### src/rtl/ysyx_22050612_pkg.sv
// ----------------------------------------------------------------------------
// ysyx_22050612_pkg
// Shared definitions for the ysyx_22050612 per-instruction sequencer:
//   - state_t         : sequencer FSM state encoding
//   - DEF_RESET_PC    : default PC loaded on reset
//   - DEF_TIMEOUT     : default memory-response watchdog limit (8-bit)
//   - dnpc_misaligned : true when a next-PC is not 4-byte aligned
// ----------------------------------------------------------------------------
package ysyx_22050612_pkg;

   typedef enum logic [3:0] {
      S_IDLE  = 4'd0,
      S_FETCH = 4'd1,
      S_IWAIT = 4'd2,
      S_EXEC  = 4'd3,
      S_MEM   = 4'd4,
      S_MWAIT = 4'd5,
      S_WB    = 4'd6,
      S_HALT  = 4'd7,
      S_ERR   = 4'd8
   } state_t;

   localparam logic [63:0] DEF_RESET_PC = 64'h0000_0000_8000_0000;
   localparam logic [7:0]  DEF_TIMEOUT  = 8'd255;

   // Only the two low PC bits matter for the alignment check.
   function automatic logic dnpc_misaligned(input logic [1:0] dnpc_lo);
      return dnpc_lo != 2'b00;
   endfunction

endpackage

### src/rtl/ysyx_22050612_seq_ctrl_if.sv
// ----------------------------------------------------------------------------
// ysyx_22050612_seq_ctrl_if
// Memory-side handshake bundle between the sequencer and the IFU/LSU ports.
//   if_req_valid/if_req_ready/if_addr : instruction fetch request
//   if_rsp_valid/if_rsp_inst          : instruction fetch response
//   mem_req_valid/mem_req_ready       : data-memory request
//   mem_rsp_valid                     : data-memory response
// master = sequencer side, slave = memory side.
// ----------------------------------------------------------------------------
interface ysyx_22050612_seq_ctrl_if;

   logic        if_req_valid;
   logic        if_req_ready;
   logic [63:0] if_addr;
   logic        if_rsp_valid;
   logic [31:0] if_rsp_inst;
   logic        mem_req_valid;
   logic        mem_req_ready;
   logic        mem_rsp_valid;

   modport master (
      output if_req_valid, if_addr, mem_req_valid,
      input  if_req_ready, if_rsp_valid, if_rsp_inst, mem_req_ready, mem_rsp_valid
   );

   modport slave (
      input  if_req_valid, if_addr, mem_req_valid,
      output if_req_ready, if_rsp_valid, if_rsp_inst, mem_req_ready, mem_rsp_valid
   );

endinterface

### src/rtl/ysyx_22050612_wdog.sv
// ----------------------------------------------------------------------------
// ysyx_22050612_wdog
// 8-bit response watchdog. Cleared when a wait begins, counts while enabled,
// and holds at TIMEOUT, where `expired` is asserted.
//   clk, rst_n : clock, asynchronous active-low reset
//   clr        : restart count at zero (takes priority)
//   en         : count this cycle
//   expired    : count has reached TIMEOUT
// ----------------------------------------------------------------------------
module ysyx_22050612_wdog #(
   parameter logic [7:0] TIMEOUT = 8'd255
) (
   input  logic clk,
   input  logic rst_n,
   input  logic clr,
   input  logic en,
   output logic expired
);

   logic [7:0] cnt;

   always_ff @(posedge clk or negedge rst_n) begin
      if (!rst_n) begin
         cnt <= '0;
      end else if (clr) begin
         cnt <= '0;
      end else if (en && !expired) begin
         cnt <= cnt + 8'd1;
      end
   end

   assign expired = (cnt == TIMEOUT);

endmodule

### src/rtl/ysyx_22050612_seq_ctrl.sv
// ----------------------------------------------------------------------------
// ysyx_22050612_seq_ctrl
// Multi-cycle per-instruction sequencer: fetch, hold the instruction for
// EXU/RF evaluation, optional data-memory transaction, then a single
// register-file write and PC update.
//   clk, rst_n      : clock, asynchronous active-low reset
//   bus (master)    : fetch and data-memory handshakes
//   pc, inst        : architectural PC and instruction register
//   dec_*           : decoder flags for `inst`
//   exu_dnpc        : next PC from the EXU, sampled in EXEC
//   rf_wen          : one-cycle register-file write enable (WB only)
//   instret         : retired-instruction count
//   halted, err     : sticky ebreak-retired / timeout-or-misaligned flags
// ----------------------------------------------------------------------------
module ysyx_22050612_seq_ctrl
   import ysyx_22050612_pkg::*;
#(
   parameter logic [63:0] RESET_PC = DEF_RESET_PC,
   parameter logic [7:0]  TIMEOUT  = DEF_TIMEOUT
) (
   input  logic                             clk,
   input  logic                             rst_n,
   ysyx_22050612_seq_ctrl_if.master         bus,
   output logic [63:0]                      pc,
   output logic [31:0]                      inst,
   input  logic                             dec_load,
   input  logic                             dec_store,
   input  logic                             dec_rd_we,
   input  logic                             dec_ebreak,
   input  logic [63:0]                      exu_dnpc,
   output logic                             rf_wen,
   output logic [63:0]                      instret,
   output logic                             halted,
   output logic                             err
);

   state_t      state;
   logic [63:0] npc;
   logic        wd_clr;
   logic        wd_en;
   logic        wd_expired;
   logic        wb_we;

   // The watchdog restarts on the accepting edge of either request, so the
   // first wait cycle always sees a count of zero.
   assign wd_clr = ((state == S_FETCH) && bus.if_req_ready) ||
                   ((state == S_MEM)   && bus.mem_req_ready);
   assign wd_en  = (state == S_IWAIT) || (state == S_MWAIT);

   // Stores never write the register file, whatever the decoder says.
   assign wb_we  = dec_rd_we & ~dec_store;

   // The PC register doubles as the fetch address; it only moves in WB.
   assign bus.if_addr = pc;

   ysyx_22050612_wdog #(
      .TIMEOUT (TIMEOUT)
   ) u_wdog (
      .clk     (clk),
      .rst_n   (rst_n),
      .clr     (wd_clr),
      .en      (wd_en),
      .expired (wd_expired)
   );

   always_ff @(posedge clk or negedge rst_n) begin
      if (!rst_n) begin
         state             <= S_IDLE;
         pc                <= RESET_PC;
         inst              <= '0;
         instret           <= '0;
         bus.if_req_valid  <= 1'b0;
         bus.mem_req_valid <= 1'b0;
         rf_wen            <= 1'b0;
         halted            <= 1'b0;
         err               <= 1'b0;
      end else begin
         rf_wen <= 1'b0;
         case (state)
            S_IDLE: begin
               state            <= S_FETCH;
               bus.if_req_valid <= 1'b1;
            end
            S_FETCH: begin
               if (bus.if_req_ready) begin
                  state            <= S_IWAIT;
                  bus.if_req_valid <= 1'b0;
               end
            end
            S_IWAIT: begin
               // A response in the expiring cycle still wins over the timeout.
               if (bus.if_rsp_valid) begin
                  inst  <= bus.if_rsp_inst;
                  state <= S_EXEC;
               end else if (wd_expired) begin
                  state <= S_ERR;
                  err   <= 1'b1;
               end
            end
            S_EXEC: begin
               if (dec_ebreak) begin
                  // ebreak retires here; there is no WB for it.
                  state   <= S_HALT;
                  halted  <= 1'b1;
                  instret <= instret + 64'd1;
               end else if (dnpc_misaligned(exu_dnpc[1:0])) begin
                  state <= S_ERR;
                  err   <= 1'b1;
               end else if (dec_load || dec_store) begin
                  state             <= S_MEM;
                  bus.mem_req_valid <= 1'b1;
               end else begin
                  state  <= S_WB;
                  rf_wen <= wb_we;
               end
            end
            S_MEM: begin
               if (bus.mem_req_ready) begin
                  state             <= S_MWAIT;
                  bus.mem_req_valid <= 1'b0;
               end
            end
            S_MWAIT: begin
               if (bus.mem_rsp_valid) begin
                  state  <= S_WB;
                  rf_wen <= wb_we;
               end else if (wd_expired) begin
                  state <= S_ERR;
                  err   <= 1'b1;
               end
            end
            S_WB: begin
               state            <= S_FETCH;
               pc               <= npc;
               instret          <= instret + 64'd1;
               bus.if_req_valid <= 1'b1;
            end
            S_HALT, S_ERR: begin
               // Terminal until reset.
            end
            default: begin
               state <= S_ERR;
               err   <= 1'b1;
            end
         endcase
      end
   end

   // Next PC is pure data captured in EXEC and consumed in WB; no reset needed.
   always_ff @(posedge clk) begin
      if (state == S_EXEC) begin
         npc <= exu_dnpc;
      end
   end

endmodule

### src/flat_wrapper.sv
// flat-port wrapper written by rule: the top's interface ports become plain ports
module ysyx_22050612_seq_ctrl_flat import ysyx_22050612_pkg::*;
#(
   parameter logic [63:0] RESET_PC = DEF_RESET_PC,
   parameter logic [7:0]  TIMEOUT  = DEF_TIMEOUT
)
  (clk, rst_n, pc, inst, dec_load, dec_store, dec_rd_we, dec_ebreak, exu_dnpc, rf_wen, instret, halted, err, bus_if_req_valid, bus_if_addr, bus_mem_req_valid, bus_if_req_ready, bus_if_rsp_valid, bus_if_rsp_inst, bus_mem_req_ready, bus_mem_rsp_valid);
  ysyx_22050612_seq_ctrl_if bus_i ();
  input  logic clk;
  input  logic rst_n;
  output logic [63:0] pc;
  output logic [31:0] inst;
  input  logic dec_load;
  input  logic dec_store;
  input  logic dec_rd_we;
  input  logic dec_ebreak;
  input  logic [63:0] exu_dnpc;
  output logic rf_wen;
  output logic [63:0] instret;
  output logic halted;
  output logic err;
  output wire logic [$bits(bus_i.if_req_valid)-1:0] bus_if_req_valid;
  output wire logic [$bits(bus_i.if_addr)-1:0] bus_if_addr;
  output wire logic [$bits(bus_i.mem_req_valid)-1:0] bus_mem_req_valid;
  input wire logic [$bits(bus_i.if_req_ready)-1:0] bus_if_req_ready;
  input wire logic [$bits(bus_i.if_rsp_valid)-1:0] bus_if_rsp_valid;
  input wire logic [$bits(bus_i.if_rsp_inst)-1:0] bus_if_rsp_inst;
  input wire logic [$bits(bus_i.mem_req_ready)-1:0] bus_mem_req_ready;
  input wire logic [$bits(bus_i.mem_rsp_valid)-1:0] bus_mem_rsp_valid;
  assign bus_if_req_valid = bus_i.if_req_valid;
  assign bus_if_addr = bus_i.if_addr;
  assign bus_mem_req_valid = bus_i.mem_req_valid;
  assign bus_i.if_req_ready = bus_if_req_ready;
  assign bus_i.if_rsp_valid = bus_if_rsp_valid;
  assign bus_i.if_rsp_inst = bus_if_rsp_inst;
  assign bus_i.mem_req_ready = bus_mem_req_ready;
  assign bus_i.mem_rsp_valid = bus_mem_rsp_valid;
  ysyx_22050612_seq_ctrl #(.RESET_PC(RESET_PC), .TIMEOUT(TIMEOUT)) u_core (.clk(clk), .rst_n(rst_n), .bus(bus_i), .pc(pc), .inst(inst), .dec_load(dec_load), .dec_store(dec_store), .dec_rd_we(dec_rd_we), .dec_ebreak(dec_ebreak), .exu_dnpc(exu_dnpc), .rf_wen(rf_wen), .instret(instret), .halted(halted), .err(err));
endmodule
### config.mk
export PLATFORM = sky130hd
export DESIGN_NAME = ysyx_22050612_seq_ctrl_flat
export DESIGN_NICKNAME = d
export VERILOG_FILES = /design/src/rtl/ysyx_22050612_pkg.sv /design/src/rtl/ysyx_22050612_seq_ctrl_if.sv /design/src/rtl/ysyx_22050612_wdog.sv /design/src/rtl/ysyx_22050612_seq_ctrl.sv /design/src/flat_wrapper.sv
export SDC_FILE = /design/constraint.sdc
export NUM_CORES = 1
export LEC_CHECK = 0
export ABC_AREA = 1
export BUFFER_PORTS_ARGS = -buffer_cell sky130_fd_sc_hd__clkbuf_2
export CAP_MARGIN = 20
export CORE_ASPECT_RATIO = 1.25
export CORE_UTILIZATION = 30
export DETAILED_ROUTE_END_ITERATION = 10
export GPL_TIMING_DRIVEN = 0
export PLACE_DENSITY = 0.54
export SETUP_SLACK_MARGIN = 0.15
export SYNTH_ARGS = -nofsm -noshare
export SYNTH_HDL_FRONTEND = slang
export SYNTH_SLANG_ARGS = --single-unit
### constraint.sdc
create_clock -name clk -period 5.35 [get_ports clk]
set_input_delay 0.2675 -clock clk [delete_from_list [all_inputs] [get_ports clk]]
set_output_delay 0.2675 -clock clk [all_outputs]
set_load 0.01 [all_outputs]
# Word level (Yosys, flattened, before mapping)
# Cells that the tools add are included.
# classes
reduce_logical	23
shift	0
n_bitwise	4
n_mul	0
muxes	31
addsub	2
n_eq_ne	18
n_div	0
magnitude_cmp	0
# op_table
cell	n
64-bit one-hot mux with 2 select lines	1
64-bit by 1-bit adder with 64-bit output, second input constant	1
64-bit two-way mux	1
4-bit two-way mux	7
4-bit one-hot mux with 7 select lines	1
4-bit by 3-bit equality test with 1-bit output, second input constant	4
8-bit two-way mux	2
1-bit two-way mux	14
2-bit != test, second input constant	7
5-bit AND reduction	2
2-bit nonzero test	5
8-bit by 1-bit adder with 8-bit output, second input constant	1
4-bit by 2-bit equality test with 1-bit output, second input constant	2
8-bit equality test, second input constant	1
2-bit AND reduction	4
1-bit one-hot mux with 2 select lines	3
6-bit OR reduction	1
4-bit by 1-bit equality test with 1-bit output, second input constant	1
4-bit equality test, second input constant	1
4-bit logical NOT	1
2-bit by 1-bit != test with 1-bit output, second input constant	2
1-bit one-hot mux with 4 select lines	1
2-bit OR reduction	2
1-bit logical AND	3
other kinds (6)	10
# word_totals
elab_cells	89
memories	0
ram_bits	0
latch_bits	0
romBits	0
out_inout_bits	229
input_bits	106
register_bits	241

# Logic depth before layout (Yosys ltp)
# logic_depth
ltp_word	6
depth_mapped	11
depth_no_buf	11

# Cells and area by module
# Synthesis repeated with hierarchy kept, for this count alone.
# unflattened
cells_unflattened	1157
area_unflattened_um2	10944.2
# by_module_without_submodules
mod	seq_area_each_um2	instances	cells_each	area_per_inst_um2
ysyx_22050612_seq_ctrl	6152.2	1	1087	10436.3
ysyx_22050612_wdog	200.2	1	70	508.0

# Least setup slack after synthesis
# No wires, ideal clock.
# synth_path
kind	reg2reg
from	register u_core.state[3]
to	register u_core.bus.mem_req_valid
synth_period_minus_slack_ps	2025
stages_incl_launch_ff	9
t_required_ps	5229
setup_ps	121
arrival_ps	1904
n_path_buf	0
path_slack_ps	3325
path_cell_list	dfrtp_1 nor2_4 nand2_1 inv_2 nand2_1 o21ai_1 nand3_1 nand2_1 o21ai_1
# synth_between
elab_chain_len	3
word_cells_on_any_way	9
cone_classes	eq/ne: 6; mux: 1; reduce/logical: 2
# synth_rtl
item	line	text
start: declaration	ysyx_22050612_seq_ctrl.sv:37	state_t state;
start signal: assignment	ysyx_22050612_seq_ctrl.sv:68	state <= S_IDLE;
start signal: assignment	ysyx_22050612_seq_ctrl.sv:81	state <= S_FETCH;
start signal: assignment	ysyx_22050612_seq_ctrl.sv:86	state <= S_IWAIT;
4-bit by 2-bit equality test with 1-bit output / 4-bit by 3-bit equality test with 1-bit output (equally long branches)	ysyx_22050612_seq_ctrl.sv:79	case (state)
2-bit != test (no source line) (tied with other cells)	--	
5-bit AND reduction (no source line)	--	
end signal: assignment	ysyx_22050612_seq_ctrl.sv:73	bus.mem_req_valid <= 1'b0;
end signal: assignment	ysyx_22050612_seq_ctrl.sv:111	bus.mem_req_valid <= 1'b1;
end signal: assignment	ysyx_22050612_seq_ctrl.sv:120	bus.mem_req_valid <= 1'b0;
end: declaration	ysyx_22050612_seq_ctrl_if.sv:22	output if_req_valid, if_addr, mem_req_valid,
# Parallel ways exist; a longest one is shown, timed or not.
# A chain may end at the register's enable or synchronous reset.

# Worst setup path in the final report
# layout_path
from	register u_core.state[3]
to	register u_core.rf_wen
# layout_between
elab_chain_len	2
word_cells_on_any_way	3
cone_classes	eq/ne: 2; mux: 1
# layout_rtl
item	line	text
4-bit by 3-bit equality test with 1-bit output / 4-bit by 2-bit equality test with 1-bit output (equally long branches)	ysyx_22050612_seq_ctrl.sv:79	
1-bit one-hot mux with 2 select lines *	ysyx_22050612_seq_ctrl.sv:79	
end signal: assignment	ysyx_22050612_seq_ctrl.sv:114	rf_wen <= wb_we;
end signal: assignment	ysyx_22050612_seq_ctrl.sv:126	rf_wen <= wb_we;
end: declaration	ysyx_22050612_seq_ctrl.sv:31	output logic rf_wen,
# Every way passes the cells marked *; elsewhere a longest branch is shown, timed or not.

==> qor.txt <==
status = complete, no violations
cell taking the most area after synthesis = dfrtp_1
R2R setup slack = 2910 ps
Resized cells post-CTS = 0
wire length per cell = 14.8 um
Slew HR = 42.0%
setup_tns = 0 ps
Max VDD drop = 0.211 mV
Mapped Avg Cell Area = 10.1 um^2
Critical Path RT = 5820 ps
critical path fanouts, max = 66
Power Total = 5.52 mW
total routed wirelength = 30000 um
FF-to-FF path depth = 7
hold crit path type = in2reg
Startpoint Class = flop
clk_lat worst skew = 560 ps
largest net degree at the start of global routing = 95
Ports = 335
Nets = 1634
Sink Count = 241
core outline area = 35300 um^2
Pre-Repair DR Iteration Count = 7
Yosys reg bits = 241
Fill cells = 3520
largest cells by area after synthesis = dfrtp_1 41%, edfxtp_1 18%, nand2_1 11%, mux2_2 6.7%, buf_4 4.5%
slew at the pin closest to its max-slew limit = 870 ps
Buffers on Ports = 334
RSZ-0062 raised after global routing = no
grt total ovfl = 0
antenna cell count = 0
vias in the first global route = 8530
gpl congestion = 0.835
Fin. Hold Viols = 0
DRT iter0 DRCs = 353
critical hold path startpoint = bus_if_req_ready
sequential element share of the synthesized area = 59.2%
area of the mapped netlist = 10700 um^2
H-tree levels = 1
Util after Layout = 42.5%
HPWL after DPL = 22200 um
fraction of registers with async set/reset = 73.4%
Global Route Usage Sum = 16.2%
final worst path period need = 2440 ps
Slew Viols, Final = 0
share of cells above drive strength 1 = 35.2%
drt drc = 0
most frequent cells in the layout = 333 x clkbuf_2, 311 x nand2_1, 176 x dfrtp_1
leakage = 7.47 nW
row count = 77
Hold Path End = u_core.bus.if_req_valid
critical path type = reg2reg
FF-to-FF End = u_core.rf_wen
Final Skew = 19.5 ps
Distinct cells, synth = 33
Ys Warns = 0
Main synth FF type = dfrtp_1
Die X = 171 um
first-pass GRT wire length = 45700 um
Synth top area share = 41.1%
DR vias/cell = 4.34
Register Area = 6350 um^2
CTS buffer count = 27
cells after synthesis = 1063
Mapped Nets = 1171
Initial Util = 30.4%
Fmax = 411 MHz
Final setup viols = 0
antenna violations before repair = 0
CTS max path bufs = 3
RR Startpoint = u_core.state[3]
Routed Antenna Nets = 0
max_cap viols = 0
clock transition at the registers of the reported paths = 60 ps
Die Height = 213 um
vias after detailed routing = 8778
TritonCTS clock tree = built
pre-CTS WS = 3220 ps
Multi-input gate area = 3520 um^2
min setup slack post-route = 2910 ps
Layout Area Growth over Synthesis = 39.6%
commonest non-fill, non-tap cell in the layout = clkbuf_2
EDFF count, synth = 64
full die area = 36500 um^2
worst hold stages = 4
Critical Path Sink Type = flop
Critical Path AT = 2910 ps
Tcrit/Tclk final = 45.5%
pwr/cell area = 369 nW/um^2
root buffer cell = clkbuf_16
-- metrics by stage --
stage | instances | cell area, um^2 | hold WS [ps]
floorplan | 1063 | 10700 | -28.1
global placement | 1871 | 13000 | 446
detailed placement | 1872 | 13000 | 367
CTS | 2021 | 15000 | 5.63
global route | 2021 | 15000 | 23.8
finish | 2021 | 15000 | 33.9
-- state kept, by name, summed over array words and instances (netlist names) --
register / count
u_core.rf_wen: 1
u_core.halted: 1
u_core.state: 4
u_core.bus.mem_req_valid: 1
u_core.inst: 32
u_core.instret: 64
u_core.bus.if_req_valid: 1
u_core.bus.if_addr: 64
u_core.err: 1
u_core.npc: 64
u_core.u_wdog.cnt: 8
-- routing by layer --
layer / part of all wire (%) / track usage, %
met1: 41 / 19.3
met2: 49 / 28.0
met3: 7.3 / 4.23
met5: 0 / 0
met4: 2.5 / 5.51
-- worst max-delay path, stage by stage, from the launching register on --
cell           delay (ps)
dfrtp_1               460
nor2_4                190
nand2_1               150
inv_4                 630
nor2_1                110
nor2_1                110
o211a_1               160
dlygate4sd3_1         570
-- logic make-up (layout without fill, tap and decap cells) --
group                      after synthesis  count (layout)  share of synthesized area, %
and+or+nand+nor                        530             530                          21.2
AOI/OAI and AO/OA                       30              30                          1.47
xor gates and xnor gates                39              39                          3.18
DFF                                    241             241                          59.2
muxes                                   64              64                          6.72
buffers and inverters                  157             641                          7.97
adders and majority gates                2               2                         0.233
-- repair_timing --
item	CTS	global route
endpoints found under the setup margin	0	0
hold endpoints to repair	180	0
buffers inserted	0	0
hold buffers	99	0
-- cell usage after synthesis (all sizes together) (2+ instances only) --
cell type  number
nand4          26
nor4            3
nor3b           3
dfrtp         176
inv            77
ha              2
nand3b          9
clkbuf          6
xor2           20
nor3           10
mux2           64
o21ai          23
nand2         313
buf            74
edfxtp         64
xnor2          19
nand3          40
nor2          125
a21oi           5
-- report_power, final --
| group | switching [mW] | internal [mW] | leakage [nW] | total [mW] |
|---|---|---|---|---|
| Combinational | 0.605 | 0.580 | 4.07 | 1.19 |
| Clock | 0.779 | 1.21 | 0.463 | 1.99 |
| Sequential | 0.188 | 2.16 | 2.94 | 2.35 |
-- how the worst max path moves through the flow --
stage,cells past startpoint,to,start,slack [ps]
floorplan,8,u_core.bus.mem_req_valid,u_core.state[3],3320
global route,7,u_core.rf_wen,u_core.state[3],2710
finish,7,u_core.rf_wen,u_core.state[3],2910
global placement,1,u_core.inst[19],rst_n,290
CTS,7,u_core.rf_wen,u_core.state[3],2870
detailed placement,8,u_core.bus.mem_req_valid,u_core.state[3],3220
-- area by class of cell --
type,instances,area share (%)
plain buffers,80,3.78
clock buffers,39,5.21
clock inverters,11,1.14
inverters,77,1.95
multi-input cells,665,23.5
flip-flops and latches,241,42.4
well taps,474,3.96
repair buffers,434,18.0
Note: power is estimated with default switching activity, not from simulation.
